===== config.mk =====
export PLATFORM = sky130hd
export DESIGN_NAME = spi_regfile_periph
export DESIGN_NICKNAME = d
export VERILOG_FILES = /design/src/rtl/spi_regfile_pkg.sv /design/src/rtl/spi_pin_sync.sv /design/src/rtl/spi_regfile_periph.sv
export SDC_FILE = /design/constraint.sdc
export NUM_CORES = 1
export LEC_CHECK = 0
export ABC_AREA = 1
export CELL_PAD_IN_SITES_DETAIL_PLACEMENT = 0
export CELL_PAD_IN_SITES_GLOBAL_PLACEMENT = 1
export CORE_UTILIZATION = 30
export DETAILED_ROUTE_END_ITERATION = 10
export PLACE_DENSITY = 0.67
export SYNTH_ARGS = -nofsm -noshare
export SYNTH_HDL_FRONTEND = slang
export SYNTH_SLANG_ARGS = --single-unit

===== constraint.sdc =====
create_clock -name clk -period 6.5 [get_ports clk]
set_input_delay 0.65 -clock clk [delete_from_list [all_inputs] [get_ports clk]]
set_output_delay 0.65 -clock clk [all_outputs]
set_load 0.01 [all_outputs]

===== src/rtl/spi_regfile_pkg.sv =====
// spi_regfile_pkg: state encoding, frame-length helper and default address map for spi_regfile_periph
package spi_regfile_pkg;
  typedef enum logic [2:0] {IDLE = 3'd0, CMD = 3'd1, WDATA = 3'd2, RDATA = 3'd3, COMMIT = 3'd4} state_e;
  localparam int ADDR_EN_OUT_LO = 0;
  localparam int ADDR_EN_OUT_HI = 1;
  localparam int ADDR_EN_PWM_LO = 2;
  localparam int ADDR_EN_PWM_HI = 3;
  localparam int ADDR_PWM_DUTY  = 4;
  function automatic int frame_len(input int addr_w, input int data_w);
`ifdef SPI_REGFILE_PARITY_EN
    return 2 + addr_w + data_w;
`else
    return 1 + addr_w + data_w;
`endif
  endfunction
endpackage


===== src/rtl/spi_pin_sync.sv =====
// spi_pin_sync: two-flop synchroniser plus history flop; resets to the pin's idle level
module spi_pin_sync #(
  parameter logic RST_VAL = 1'b0
) (
  input  logic clk,
  input  logic rst_n,
  input  logic pin_i,
  output logic sync_o,
  output logic hist_o
);
  logic s1_q, s2_q, h_q;
  always_ff @(posedge clk or negedge rst_n)
    if (!rst_n) {s1_q, s2_q, h_q} <= {3{RST_VAL}};
    else {s1_q, s2_q, h_q} <= {pin_i, s1_q, s2_q};
  assign sync_o = s2_q;
  assign hist_o = h_q;
endmodule


===== src/rtl/spi_regfile_periph.sv =====
// spi_regfile_periph: oversampled SPI peripheral with read/write register bank.
// Define SPI_REGFILE_PARITY_EN to append a trailing even-parity bit that gates writes.
module spi_regfile_periph
  import spi_regfile_pkg::*;
#(
  parameter int NUM_REGS = 8,
  parameter int ADDR_W   = 7,
  parameter int DATA_W   = 8,
  parameter bit CPOL     = 1'b0
) (
  input  logic                         clk,
  input  logic                         rst_n,
  input  logic                         sclk,
  input  logic                         ncs,
  input  logic                         copi,
  output logic                         cipo,
  output logic [NUM_REGS*DATA_W-1:0]   reg_out,
  output logic                         wr_pulse,
  output logic [ADDR_W-1:0]            wr_addr,
  output logic                         frame_err
);
  localparam int FRAME = frame_len(ADDR_W, DATA_W);
  localparam int HDR   = 1 + ADDR_W;
  localparam int CW    = $clog2(FRAME + 2);
  logic sclk_s, sclk_h, ncs_s, ncs_h, copi_s, copi_h;
  spi_pin_sync #(.RST_VAL(CPOL)) u_sclk (.clk(clk), .rst_n(rst_n), .pin_i(sclk), .sync_o(sclk_s), .hist_o(sclk_h));
  spi_pin_sync #(.RST_VAL(1'b1)) u_ncs  (.clk(clk), .rst_n(rst_n), .pin_i(ncs),  .sync_o(ncs_s),  .hist_o(ncs_h));
  spi_pin_sync #(.RST_VAL(1'b0)) u_copi (.clk(clk), .rst_n(rst_n), .pin_i(copi), .sync_o(copi_s), .hist_o(copi_h));
  state_e                       state_q, state_d;
  logic [CW-1:0]                cnt_q, cnt_d, cnt_inc;
  logic [FRAME-1:0]             shift_q, shift_d, shift_in;
  logic                         rw_q, rw_d;
  logic [ADDR_W-1:0]            addr_q, addr_d, hdr_addr, wr_addr_q, wr_addr_d;
  logic [DATA_W-1:0]            tx_q, tx_d, wdata;
  logic [NUM_REGS*DATA_W-1:0]   bank_q, bank_d;
  logic                         wr_pulse_q, wr_pulse_d, frame_err_q, frame_err_d;
  logic                         sclk_rise, sclk_fall, sclk_act, sclk_inact, ncs_fall, ncs_rise;
  logic                         len_ok, addr_ok, hdr_addr_ok, par_ok, unused_sig;
  assign sclk_rise   = sclk_s & ~sclk_h;
  assign sclk_fall   = ~sclk_s & sclk_h;
  assign sclk_act    = CPOL ? sclk_fall : sclk_rise;
  assign sclk_inact  = CPOL ? sclk_rise : sclk_fall;
  assign ncs_fall    = ncs_h & ~ncs_s;
  assign ncs_rise    = ~ncs_h & ncs_s;
  assign cnt_inc     = (cnt_q == CW'(FRAME + 1)) ? cnt_q : cnt_q + 1'b1;
  assign shift_in    = {shift_q[FRAME-2:0], copi_s};
  assign hdr_addr    = shift_in[ADDR_W-1:0];
  assign hdr_addr_ok = int'(hdr_addr) < NUM_REGS;
  assign addr_ok     = int'(addr_q) < NUM_REGS;
  assign len_ok      = cnt_q == CW'(FRAME);
`ifdef SPI_REGFILE_PARITY_EN
  assign wdata       = shift_q[DATA_W:1];
  assign par_ok      = ~^shift_q;
  assign unused_sig  = copi_h;
`else
  assign wdata       = shift_q[DATA_W-1:0];
  assign par_ok      = 1'b1;
  assign unused_sig  = ^{copi_h, shift_q[FRAME-1]};
`endif
  always_comb begin
    state_d = state_q; cnt_d = cnt_q; shift_d = shift_q; rw_d = rw_q; addr_d = addr_q;
    tx_d = tx_q; bank_d = bank_q; wr_addr_d = wr_addr_q; wr_pulse_d = 1'b0; frame_err_d = 1'b0;
    if (state_q == COMMIT) begin
      state_d = IDLE;
      if (len_ok && !rw_q && addr_ok && par_ok) begin
        bank_d[int'(addr_q)*DATA_W +: DATA_W] = wdata;
        wr_pulse_d = 1'b1;
        wr_addr_d = addr_q;
      end else frame_err_d = !(len_ok && rw_q);
    end else if (state_q == IDLE) begin
      if (ncs_fall) begin
        state_d = CMD; cnt_d = '0; shift_d = '0;
      end
    end else if (ncs_rise) state_d = COMMIT;
    else if (sclk_act) begin
      shift_d = shift_in; cnt_d = cnt_inc;
      if (state_q == CMD && cnt_inc == CW'(HDR)) begin
        rw_d = shift_in[HDR-1]; addr_d = hdr_addr;
        state_d = shift_in[HDR-1] ? RDATA : WDATA;
        tx_d = hdr_addr_ok ? bank_q[int'(hdr_addr)*DATA_W +: DATA_W] : '0;
      end
    // MSB is already on cipo for the first data bit, so the first trailing edge must not shift
    end else if (sclk_inact && state_q == RDATA && cnt_q != CW'(HDR)) tx_d = tx_q << 1;
  end
  always_ff @(posedge clk or negedge rst_n)
    if (!rst_n) begin
      state_q <= IDLE; cnt_q <= '0; shift_q <= '0; rw_q <= 1'b0; addr_q <= '0; tx_q <= '0;
      bank_q <= '0; wr_addr_q <= '0; wr_pulse_q <= 1'b0; frame_err_q <= 1'b0;
    end else begin
      state_q <= state_d; cnt_q <= cnt_d; shift_q <= shift_d; rw_q <= rw_d; addr_q <= addr_d; tx_q <= tx_d;
      bank_q <= bank_d; wr_addr_q <= wr_addr_d; wr_pulse_q <= wr_pulse_d; frame_err_q <= frame_err_d;
    end
  assign cipo      = (state_q == RDATA) & tx_q[DATA_W-1];
  assign reg_out   = bank_q;
  assign wr_pulse  = wr_pulse_q;
  assign wr_addr   = wr_addr_q;
  assign frame_err = frame_err_q;
endmodule

After elaboration in Yosys (flattened, before gate mapping)
Index checks and enable logic that the tools add are counted.
{"block": "totals", "ff_bits": 113, "latchBits": 0, "ram_bits": 0, "rom_bits": 0, "output_inout_bits": 74, "mem_count": 0}
{"block": "op_classes", "n_addsub": 2, "n_mul": 0, "div": 0, "magnitude_cmp": 2, "n_eq_ne": 11, "shifts": 3, "muxes": 25, "bitwise": 12, "n_reduce_logical": 18}
{"operator": "$bwmux W64", "count": 1}
{"operator": "$mux W8", "count": 8}
{"operator": "$shift A8 B33 Y64 const A", "count": 1}
{"operator": "$shiftx A64 B11 Y8", "count": 1}
{"operator": "$shiftx A8 B33 Y64", "count": 1}
{"operator": "$neg A10 Y33", "count": 1}
{"operator": "$mux W5", "count": 5}
{"operator": "$mux W3", "count": 6}
{"operator": "$lt A7 B4 Y1 const B", "count": 2}
{"operator": "$eq A5 B5 Y1 const B", "count": 2}
{"operator": "$reduce_and A5 Y1", "count": 2}
{"operator": "$reduce_bool A4 Y1", "count": 2}
{"operator": "$not A1 Y1", "count": 7}
{"operator": "$logic_and A1 B1 Y1", "count": 6}
{"operator": "$add A5 B1 Y5 const B", "count": 1}
{"operator": "$and A1 B1 Y1", "count": 5}
{"operator": "$eq A5 B4 Y1 const B", "count": 1}
{"operator": "$mux W1", "count": 5}
{"operator": "$ne A5 B4 Y1 const B", "count": 1}
{"operator": "$ne A2 B1 Y1 const B", "count": 2}
{"operator": "$reduce_and A4 Y1", "count": 1}
{"operator": "$reduce_bool A2 Y1", "count": 2}
{"operator": "$eq A3 B1 Y1 const B", "count": 1}
{"operator": "$eq A3 B2 Y1 const B", "count": 1}
{"operator": "7 further kinds", "count": 8}

Longest topological paths before layout
Gate-level depths: netlist of run 1.
{"block": "depth", "ltp_word": 9, "mapped_depth": 16}

Modules after synthesis
A second synthesis of run 1 with hierarchy kept.
{"block": "unflattened", "cells_unflattened": 746, "hier_area_um2": 5913.2}
{"mod": "spi_regfile_periph", "n_inst": 1, "cells_each": 737, "area_per_inst_um2": 5684.2, "seq_area_each_um2": 2627.5}
{"mod": "spi_pin_sync at u_copi ...", "n_inst": 2, "cells_each": 3, "area_per_inst_um2": 75.1, "seq_area_each_um2": 75.1}
{"mod": "spi_pin_sync at u_ncs", "n_inst": 1, "cells_each": 3, "area_per_inst_um2": 78.8, "seq_area_each_um2": 78.8}

Worst setup path after synthesis of run 1
Ideal clock, no wire load.
{"block": "synth_path", "path_kind": "reg-to-reg", "from": "reg addr_q[0]", "to": "reg bank_q[10] (netlist: reg_out[10])", "setup_time_ns": 0.119, "arrival_time_ns": 2.757, "required_time_ns": 6.381, "path_slack_ns": 3.625, "stages_incl_launch_ff": 16, "period_less_slack_ns": 2.875, "path_cell_list": "dfrtp_1 > buf_2 > inv_2 > buf_1 > ha_1 > nand3b_1 > nor2_1 > ha_1 > inv_1 > or2_2 > nand2_2 > nand3_2 > nor2_4 > nand4_4 > nand2_1 > nand2_1"}
{"block": "synth_via", "elab_chain_len": 3}
{"element": "start, declared", "line": "spi_regfile_periph.sv:33", "source": "logic [ADDR_W-1:0] addr_q, addr_d, hdr_addr, wr_addr_q, wr_addr_d;"}
{"element": "start signal, assigned", "line": "spi_regfile_periph.sv:90", "source": "state_q <= state_d; cnt_q <= cnt_d; shift_q <= shift_d; rw_q <= rw_d; addr_q <= addr_d; tx_q <= tx_d;"}
{"element": "$neg A10 Y33 or $lt A7 B4 Y1 (tied branches)", "line": "spi_regfile_periph.sv:66, spi_regfile_periph.sv:49"}
{"element": "$shiftx A8 B33 Y64, or another cell as far along", "line": "spi_regfile_periph.sv:66", "source": "bank_d[int'(addr_q)*DATA_W +: DATA_W] = wdata;"}
{"element": "$bwmux W64 or $reduce_and A2 Y1 (tied branches)"}
{"element": "end signal, assigned", "line": "spi_regfile_periph.sv:91", "source": "bank_q <= bank_d; wr_addr_q <= wr_addr_d; wr_pulse_q <= wr_pulse_d; frame_err_q <= frame_err_d;"}
{"element": "end, declared", "line": "spi_regfile_periph.sv:35", "source": "logic [NUM_REGS*DATA_W-1:0] bank_q, bank_d;"}
Several ways; a longest one is shown, not always the timed one.
A chain may end at the register's enable or synchronous reset.

Worst setup path after layout of run 1
{"block": "layout_path", "from": "reg addr_q[0]", "to": "reg bank_q[26] (netlist: reg_out[26])"}
The elaborated chain is that of the path after synthesis.

==> impl_metrics.env, run 1 <==
export IMPL_antenna_left=0
export IMPL_drc_errors=0
export IMPL_grt_total_usage=0.194
export IMPL_viasPerCell=5.02
export IMPL_r2r_start="addr_q[0]"
export IMPL_final_area_sq_mm=0.00739
export IMPL_reg2reg_to="reg_out[26]"
export IMPL_cts_buffers_inserted=17
export IMPL_syn_num_nets=696
export IMPL_pin_count=79
export IMPL_seq_power_share=0.390
export IMPL_crit_arrival_ps=4170
export IMPL_endpoint_kind="flop"
export IMPL_drive_gt1_frac=0.107
export IMPL_vias=5137
export IMPL_start_kind="flop"
export IMPL_die_h_um=141
export IMPL_ys_warn_count=0
export IMPL_cts_tree="done"
export IMPL_antenna_found_initial=0
export IMPL_dpl_hpwl_mm=13.3
export IMPL_power_density_mw_per_mm2=263
export IMPL_hold_path_class="input pin to async pin"
export IMPL_syn_inst=685
export IMPL_switchingPower_mw=0.513
export IMPL_die_x_um=141
export IMPL_fmax_ghz=0.260
export IMPL_placed_cells=992
export IMPL_htree_levels=4
export IMPL_slew_viol_final=0
export IMPL_p_leak_nw=3.39
export IMPL_grt_max_degree=66
export IMPL_p_clk_frac=0.514
export IMPL_fin_util=0.393
export IMPL_fin_total_pwr_mw=1.94
export IMPL_intPower_mw=1.43
export IMPL_tightest_slew_ps=1080
export IMPL_grt_setup_unrepaired="false"
export IMPL_synth_top_cell_area_share=0.473
export IMPL_path_class="flop to flop"
export IMPL_pre_cts_slack_ps=2690
export IMPL_clkTransAtPathRegs_ps=60
export IMPL_final_hold_viol_count=0
export IMPL_grt_pass1_wl_mm=28.7
export IMPL_clk_latency_ps=430
export IMPL_fin_cells=1024
export IMPL_core_sq_mm=0.0188
export IMPL_combPwrFrac=0.096
export IMPL_fp_row_count=50
export IMPL_required_ps=6810
export IMPL_diodes=0
export IMPL_fillers=1879
export IMPL_gp_congestion=0.851
export IMPL_ir_drop_uv=158
export IMPL_grt_pass1_vias=4886
export IMPL_post_cts_buffers=0
export IMPL_fin_crit_sh=0.593
export IMPL_clock_sinks=113
export IMPL_hold_slack_ps=234
export IMPL_drtIter0Drc=560
export IMPL_area_delta_synth_final_pct=27.1
export IMPL_die_area_sq_mm=0.0199
export IMPL_wl_per_cell_um=18.0
export IMPL_ctsHoldBuffers=0
export IMPL_rr_worst_depth=13
export IMPL_post_cts_resized=0
export IMPL_slew_headroom=0.270
export IMPL_synth_seq_area_share=0.487
export IMPL_reg2reg_slack_ps=2650
export IMPL_synth_cell_type_count=41
export IMPL_dr_pass1_iters=5
export IMPL_status="finished clean"
export IMPL_io_buffer_count=78
export IMPL_totalWireLength_mm=18.4
export IMPL_fin_crit_ps=3850
export IMPL_nets=762
export IMPL_synth_area_leader_cell="dfrtp_1"
export IMPL_max_cap_viol_count=0
export IMPL_fin_ws_ps=2650
export IMPL_swShare=0.264
export IMPL_setup_viol=0
export IMPL_cts_buffer_depth=2
export IMPL_synthTopCellsByArea="dfrtp_1, nand2_1, o21ai_0"
export IMPL_cts_root_buffer="clkbuf_16"
export IMPL_start_util=0.309
export IMPL_synth_area_sq_mm=0.00582
export IMPL_syn_area_per_cell_sq_um=8.49
export IMPL_fin_tns_setup_ps=0
export IMPL_ys_seq_elements=113
export IMPL_finClkSkew_ps=6.73
export IMPL_cp_max_fo=34
export IMPL_grt_overflow=0
export IMPL_placed_area_sq_mm=0.00677
-- power by group through the flow --
stage,clock network (mW),registers (mW),logic (mW)
3_3_place_gp,0,0.769,0.183
5_1_grt,1.04,0.761,0.206
4_1_cts,1.01,0.757,0.186
3_5_place_dp,0,0.770,0.185
6_report,0.999,0.758,0.187
2_1_floorplan,0,0.754,0.132
-- worst max-delay path, cell delays in order, from the launching register on --
cell      delay, ps
dfrtp_1         770
inv_2           340
ha_1            390
nand3b_1        150
nor2_1           60
ha_1            270
inv_1            40
or2_2           270
nand2_2         110
nand4_4         130
nor2_4          620
nand2_1         350
nand2_1         150
nand2_1          60
-- cell type report --
type                    count  area [sq um]  share of cell area
flip-flops and latches    113          2830               0.383
multi-input cells         481          2600               0.351
repair buffers             80           793               0.107
clock buffers              18           439              0.0594
well taps                 260           325              0.0440
inverters                  58           218              0.0294
clock inverters            14           189              0.0256
-- sequential cells by signal (all words and copies together) (netlist names) --
| signal | count |
|---|---|
| u_sclk.sync_o | 1 |
| u_sclk.hist_o | 1 |
| reg_out | 64 |
| u_ncs.hist_o | 1 |
| shift_q | 8 |
| wr_pulse | 1 |
| rw_q | 1 |
| wr_addr | 7 |
| u_ncs.s1_q | 1 |
| state_q | 3 |
| u_copi.s1_q | 1 |
| cnt_q | 5 |
| u_sclk.s1_q | 1 |
| tx_q | 8 |
| addr_q | 7 |
| u_copi.sync_o | 1 |
| u_ncs.sync_o | 1 |
| frame_err | 1 |
-- placed cells by master (no fill, tap or decap), types with 2 or more instances in the layout --
cell type	count
o22ai_1	11
and3_1	3
a21oi_1	3
or2_2	2
nor2_4	4
buf_4	3
nand3_1	43
nand3b_1	2
nor3_1	8
inv_1	54
dfrtp_1	110
nand2_2	4
xor2_4	2
clkinv_2	3
nand4_1	36
nor2_1	74
xor2_1	3
nand2_4	2
clkinvlp_4	6
clkbuf_16	17
nor2_8	2
clkdlybuf4s50_1	77
dfstp_2	3
o21ai_0	60
inv_2	4
nand4_4	5
nand2_1	172
ha_1	6
bufinv_16	4
nand3_2	4
o21ai_2	7
o221ai_1	15
nor2_2	4
-- kinds of logic after synthesis --
| family | share of synthesized area |
|---|---|
| and+or+nand+nor | 0.313 |
| DFF | 0.487 |
| AOI/OAI and AO/OA | 0.107 |
| buffers and inverters | 0.0665 |
| adders and majority gates | 0.0129 |
| xor gates and xnor gates | 0.0140 |
-- worst max path at each step --
stage | from | end | slack (ps) | cells after the start
global placement | addr_q[0] | reg_out[25] | 2800 | 13
finish | addr_q[0] | reg_out[26] | 2650 | 13
global route | addr_q[0] | reg_out[30] | 2340 | 13
floorplan | addr_q[0] | reg_out[10] | 3620 | 15
detailed placement | addr_q[0] | reg_out[30] | 2690 | 13
CTS | addr_q[0] | reg_out[25] | 2690 | 13
-- cell usage after synthesis, drive strengths merged --
cell type,n
a31oi,1
o22ai,11
o41ai,1
xor2,5
nor4,2
inv,58
nor2,84
o21ai,67
buf,14
dfrtp,110
nand3,47
nand4,41
o221ai,15
and3,3
clkbuf,19
a21oi,3
nor3,9
dfstp,3
a211oi,1
or2,2
nand3b,2
o32ai,1
o211ai,1
ha,6
nand2,179
-- layer usage --
layer	GRT usage	routed length (um)	vias up
met3	0.0360	942	28
met4	0.0778	399	0
met1	0.275	8640	2495
li1	-	-	2437
met2	0.292	8450	177
met5	0	0	-
No activity file was read; power rests on OpenSTA's default activity.
==> inputs of run 2 (changes only) <==
Settings changed: PLACE_DENSITY 0.67 to 0.69.
Clock period 6.5 ns to 3.5 ns, I/O delays scaled along.
==> impl_metrics.env, run 2 (same netlist as run 1, synthesis figures left out) <==
export IMPL_fmax_ghz=0.368
export IMPL_drtIter0Drc=400
export IMPL_ir_drop_uv=234
export IMPL_pin_count=79
export IMPL_dpl_hpwl_mm=13.7
export IMPL_antenna_left=0
export IMPL_cpMostUsedCell="nand2_1"
export IMPL_clk_latency_ps=420
export IMPL_hold_path_class="input pin to async pin"
export IMPL_post_cts_buffers=0
export IMPL_nets=769
export IMPL_switchingPower_mw=0.909
export IMPL_cts_tree="done"
export IMPL_final_common_cell="nand2_1"
export IMPL_core_sq_mm=0.0188
export IMPL_cp_top_family="simple AND/OR/NAND/NOR gates"
export IMPL_fin_crit_ps=2720
export IMPL_max_cap_viol_count=0
export IMPL_swShare=0.252
export IMPL_io_buffer_count=78
export IMPL_fp_row_count=50
export IMPL_dr_pass1_iters=5
export IMPL_htree_levels=4
export IMPL_path_buf_inv=2
export IMPL_drc_errors=0
export IMPL_tightest_slew_ps=1140
export IMPL_grt_max_degree=82
export IMPL_pre_cts_slack_ps=803
export IMPL_endpoint_kind="flop"
export IMPL_vias=5136
export IMPL_area_delta_synth_final_pct=28.0
export IMPL_fin_crit_sh=0.776
export IMPL_fin_cells=1030
export IMPL_setup_viol=0
export IMPL_start_util=0.309
export IMPL_fin_ws_ps=785
export IMPL_fin_tns_setup_ps=0
export IMPL_cp_slowest_stage_delay_ps=400
export IMPL_cts_root_buffer="clkbuf_16"
export IMPL_status="finished clean"
export IMPL_grt_pass1_wl_mm=29.2
export IMPL_antenna_found_initial=0
export IMPL_cts_buffer_depth=2
export IMPL_largest_register_ffs=64
export IMPL_cp_cell_sequence="inv_1 > ha_1 > nand3b_1 > nor2_1 > ha_1 > inv_1 > or2_2 > nand2_2 > nand4_4 > nor2_4 > nand2_1 > nand2_1 > nand2_1"
export IMPL_p_clk_frac=0.512
export IMPL_fin_total_pwr_mw=3.61
export IMPL_fillers=1915
export IMPL_seq_power_share=0.389
export IMPL_placed_area_sq_mm=0.00682
export IMPL_post_cts_resized=0
export IMPL_required_ps=3800
export IMPL_fin_util=0.395
export IMPL_finClkSkew_ps=11.3
export IMPL_grt_setup_unrepaired="false"
export IMPL_grt_pass1_vias=5027
export IMPL_start_kind="flop"
export IMPL_diodes=0
export IMPL_grt_total_usage=0.196
export IMPL_wl_per_cell_um=17.8
export IMPL_die_area_sq_mm=0.0199
export IMPL_viasPerCell=4.99
export IMPL_cp_max_fo=21
export IMPL_grt_overflow=0
export IMPL_drive_gt1_frac=0.114
export IMPL_clock_sinks=113
export IMPL_hold_slack_ps=89.7
export IMPL_path_class="flop to flop"
export IMPL_cts_buffers_inserted=17
export IMPL_layout_common_cells="nand2_1, dfrtp_1, clkdlybuf4s50_1"
export IMPL_die_h_um=141
export IMPL_die_x_um=141
export IMPL_crit_path_top_delay_cell="nor2_4"
export IMPL_final_hold_viol_count=0
export IMPL_clkTransAtPathRegs_ps=50
export IMPL_final_area_sq_mm=0.00744
export IMPL_combPwrFrac=0.099
export IMPL_crit_arrival_ps=3020
export IMPL_power_density_mw_per_mm2=485
export IMPL_slew_viol_final=0
export IMPL_intPower_mw=2.70
export IMPL_ctsHoldBuffers=0
export IMPL_totalWireLength_mm=18.3
export IMPL_gp_congestion=0.825
export IMPL_p_leak_nw=3.44
export IMPL_placed_cells=999
export IMPL_slew_headroom=0.232
[run 2: cell count changes in the layout (fill, tap and decap cells not counted), sizes merged]
cell | before | now
clkbuf | 18 | 20
clkinv | 4 | 5
buf | 3 | 10
clkinvlp | 6 | 2
[run 2: routing by layer]
layer / track usage / wire, um
met5: 0 / 0
met4: 0.0698 / 344
met2: 0.299 / 8460
met3: 0.0340 / 715
met1: 0.276 / 8800
[run 2: final timing paths]
kind,startpoint,end,slack (ps),cells past startpoint
min in group clk,ncs,u_ncs.s1_q,340,1
hold / removal,rst_n,u_copi.s1_q,90,1
max in group asynchronous,rst_n,reg_out[45],2500,2
setup / recovery,addr_q[1],reg_out[28],780,13
hold reg to reg,u_copi.s1_q,u_copi.sync_o,350,0
setup reg to reg,addr_q[1],reg_out[28],780,13
[run 2: final cells by class]
type,count,area (sq um),area share
clock buffer,20,467,0.0627
clock inverter,11,160,0.0215
inverter,58,218,0.0292
multi-input combinational,481,2600,0.349
sequential,113,2830,0.380
tap,260,325,0.0437
timing repair buffer,87,846,0.114
[run 2: power groups by stage]
stage	registers [mW]	clock network, mW	logic, mW
6_report	1.40	1.85	0.356
2_1_floorplan	1.40	0	0.245
4_1_cts	1.40	1.88	0.358
5_1_grt	1.41	1.95	0.403
3_5_place_dp	1.43	0	0.357
3_3_place_gp	1.43	0	0.354
[run 2: worst reg2reg max path: cells and delay by family (launching register included)]
kind	cells	cell delay (ps)
AND/OR/NAND/NOR	9	1570
flip-flops	1	380
buffers and inverters	2	110
adder cells (fa/ha/maj)	2	530
==> inputs of run 3 (changes only) <==
Clock period 3.5 ns to 2.4 ns, I/O delays scaled along.
==> impl_metrics.env, run 3 (same netlist as run 1, synthesis figures left out) <==
export IMPL_grt_overflow=0
export IMPL_area_delta_synth_final_pct=34.2
export IMPL_cts_tree="done"
export IMPL_slew_viol_final=0
export IMPL_nets=795
export IMPL_clk_latency_ps=430
export IMPL_slew_headroom=0.619
export IMPL_crit_arrival_ps=2570
export IMPL_antenna_left=0
export IMPL_dr_pass1_iters=5
export IMPL_io_buffer_count=78
export IMPL_fin_tns_setup_ps=0
export IMPL_start_kind="flop"
export IMPL_path_class="flop to flop"
export IMPL_fp_row_count=50
export IMPL_reg2reg_slack_ps=150
export IMPL_required_ps=2720
export IMPL_p_clk_frac=0.520
export IMPL_gp_congestion=0.866
export IMPL_finClkSkew_ps=8.95
export IMPL_viasPerCell=5.00
export IMPL_pin_count=79
export IMPL_start_util=0.309
export IMPL_grt_pass1_vias=5044
export IMPL_endpoint_kind="flop"
export IMPL_p_leak_nw=3.60
export IMPL_vias=5284
export IMPL_dpl_hpwl_mm=13.9
export IMPL_layout_common_cells="nand2_1, dfrtp_1, clkdlybuf4s50_1"
export IMPL_cts_root_buffer="clkbuf_16"
export IMPL_status="finished clean"
export IMPL_diodes=0
export IMPL_drc_errors=0
export IMPL_fmax_ghz=0.444
export IMPL_clkTransAtPathRegs_ps=60
export IMPL_final_hold_viol_count=0
export IMPL_cts_buffers_inserted=17
export IMPL_grt_total_usage=0.199
export IMPL_switchingPower_mw=1.40
export IMPL_combPwrFrac=0.109
export IMPL_grt_pass1_wl_mm=29.4
export IMPL_hold_path_class="input pin to async pin"
export IMPL_swShare=0.256
export IMPL_cts_buffer_depth=2
export IMPL_grt_max_degree=69
export IMPL_wl_per_cell_um=18.0
export IMPL_antenna_found_initial=0
export IMPL_grt_setup_unrepaired="false"
export IMPL_seq_power_share=0.371
export IMPL_fin_crit_ps=2250
export IMPL_power_density_mw_per_mm2=699
export IMPL_cp_max_fo=9
export IMPL_fin_total_pwr_mw=5.45
export IMPL_largest_register_ffs=64
export IMPL_core_sq_mm=0.0188
export IMPL_max_cap_viol_count=0
export IMPL_drive_gt1_frac=0.148
export IMPL_die_x_um=141
export IMPL_intPower_mw=4.06
export IMPL_htree_levels=4
export IMPL_die_area_sq_mm=0.0199
export IMPL_final_common_cell="nand2_1"
export IMPL_die_h_um=141
export IMPL_tightest_slew_ps=571
export IMPL_setup_viol=0
export IMPL_drtIter0Drc=523
export IMPL_totalWireLength_mm=19.0
export IMPL_clock_sinks=113
export IMPL_ir_drop_uv=463
export IMPL_fin_crit_sh=0.939
## run 3: routing by layer
metal,part of all wire,track usage,vias to the layer above
met1,0.47,0.275,2572
li1,-,-,2513
met5,0,0,-
met4,0.018,0.0738,0
met2,0.46,0.303,178
met3,0.052,0.0465,21
## run 3: power groups by stage
stage               clock network, mW  logic, mW  registers, mW
CTS                              2.87      0.592           2.02
finish                           2.84      0.594           2.02
global route                     2.97      0.652           2.03
detailed placement                  0      0.588           2.06
global placement                    0      0.575           2.05
floorplan                           0      0.359           2.04
## run 3: through the flow
stage | cell area [sq um] | std cells | util | setup WS, ps | hold slack (ps)
global route | 7800 | 1057 | 0.414 | 0.760 | 203
finish | 7800 | 1057 | 0.414 | 147 | 210
detailed placement | 7030 | 1018 | 0.373 | 112 | 122
CTS | 7710 | 1051 | 0.409 | 96.3 | 212
global placement | 7030 | 1018 | 0.373 | 148 | 112
floorplan | 5860 | 685 | - | 42.2 | -55.6
## run 3: repair_timing
item	CTS	global route
buffers inserted	0	4
hold buffers	1	0
resized for setup	0	4
setup endpoints to repair	0	58
endpoints found under the hold margin	13	0
## run 3: path summary, 6_finish.rpt
| path | startpoint | to | cells past startpoint |
|---|---|---|---|
| max reg2reg | addr_q[1] | reg_out[56] | 15 |
| min reg2reg | u_copi.s1_q | u_copi.sync_o | 0 |
| min in group clk | ncs | u_ncs.s1_q | 1 |
| min | rst_n | wr_addr[0] | 2 |
| max | addr_q[1] | reg_out[56] | 15 |
| max in group asynchronous | rst_n | reg_out[54] | 3 |
## run 3: layout make-up
class	count	area, sq um
multi-input combinational	481	2630
sequential	113	2830
inverter	58	225
fill	1866	11000
clock inverter	12	206
tap	260	325
clock buffer	20	457
timing repair buffer	113	1130
## run 3: critical path: stages (launching register included)
cell and delay, ps:
dfrtp_1 360, inv_1 90, ha_4 170, nand3b_1 110
nor2_1 50, ha_1 260, inv_1 40, or2_4 230
nand2_4 80, nand4_4 140, nor2_4 150, buf_12 130
buf_12 120, nand2_4 70, nand2_1 80, nand2_1 50
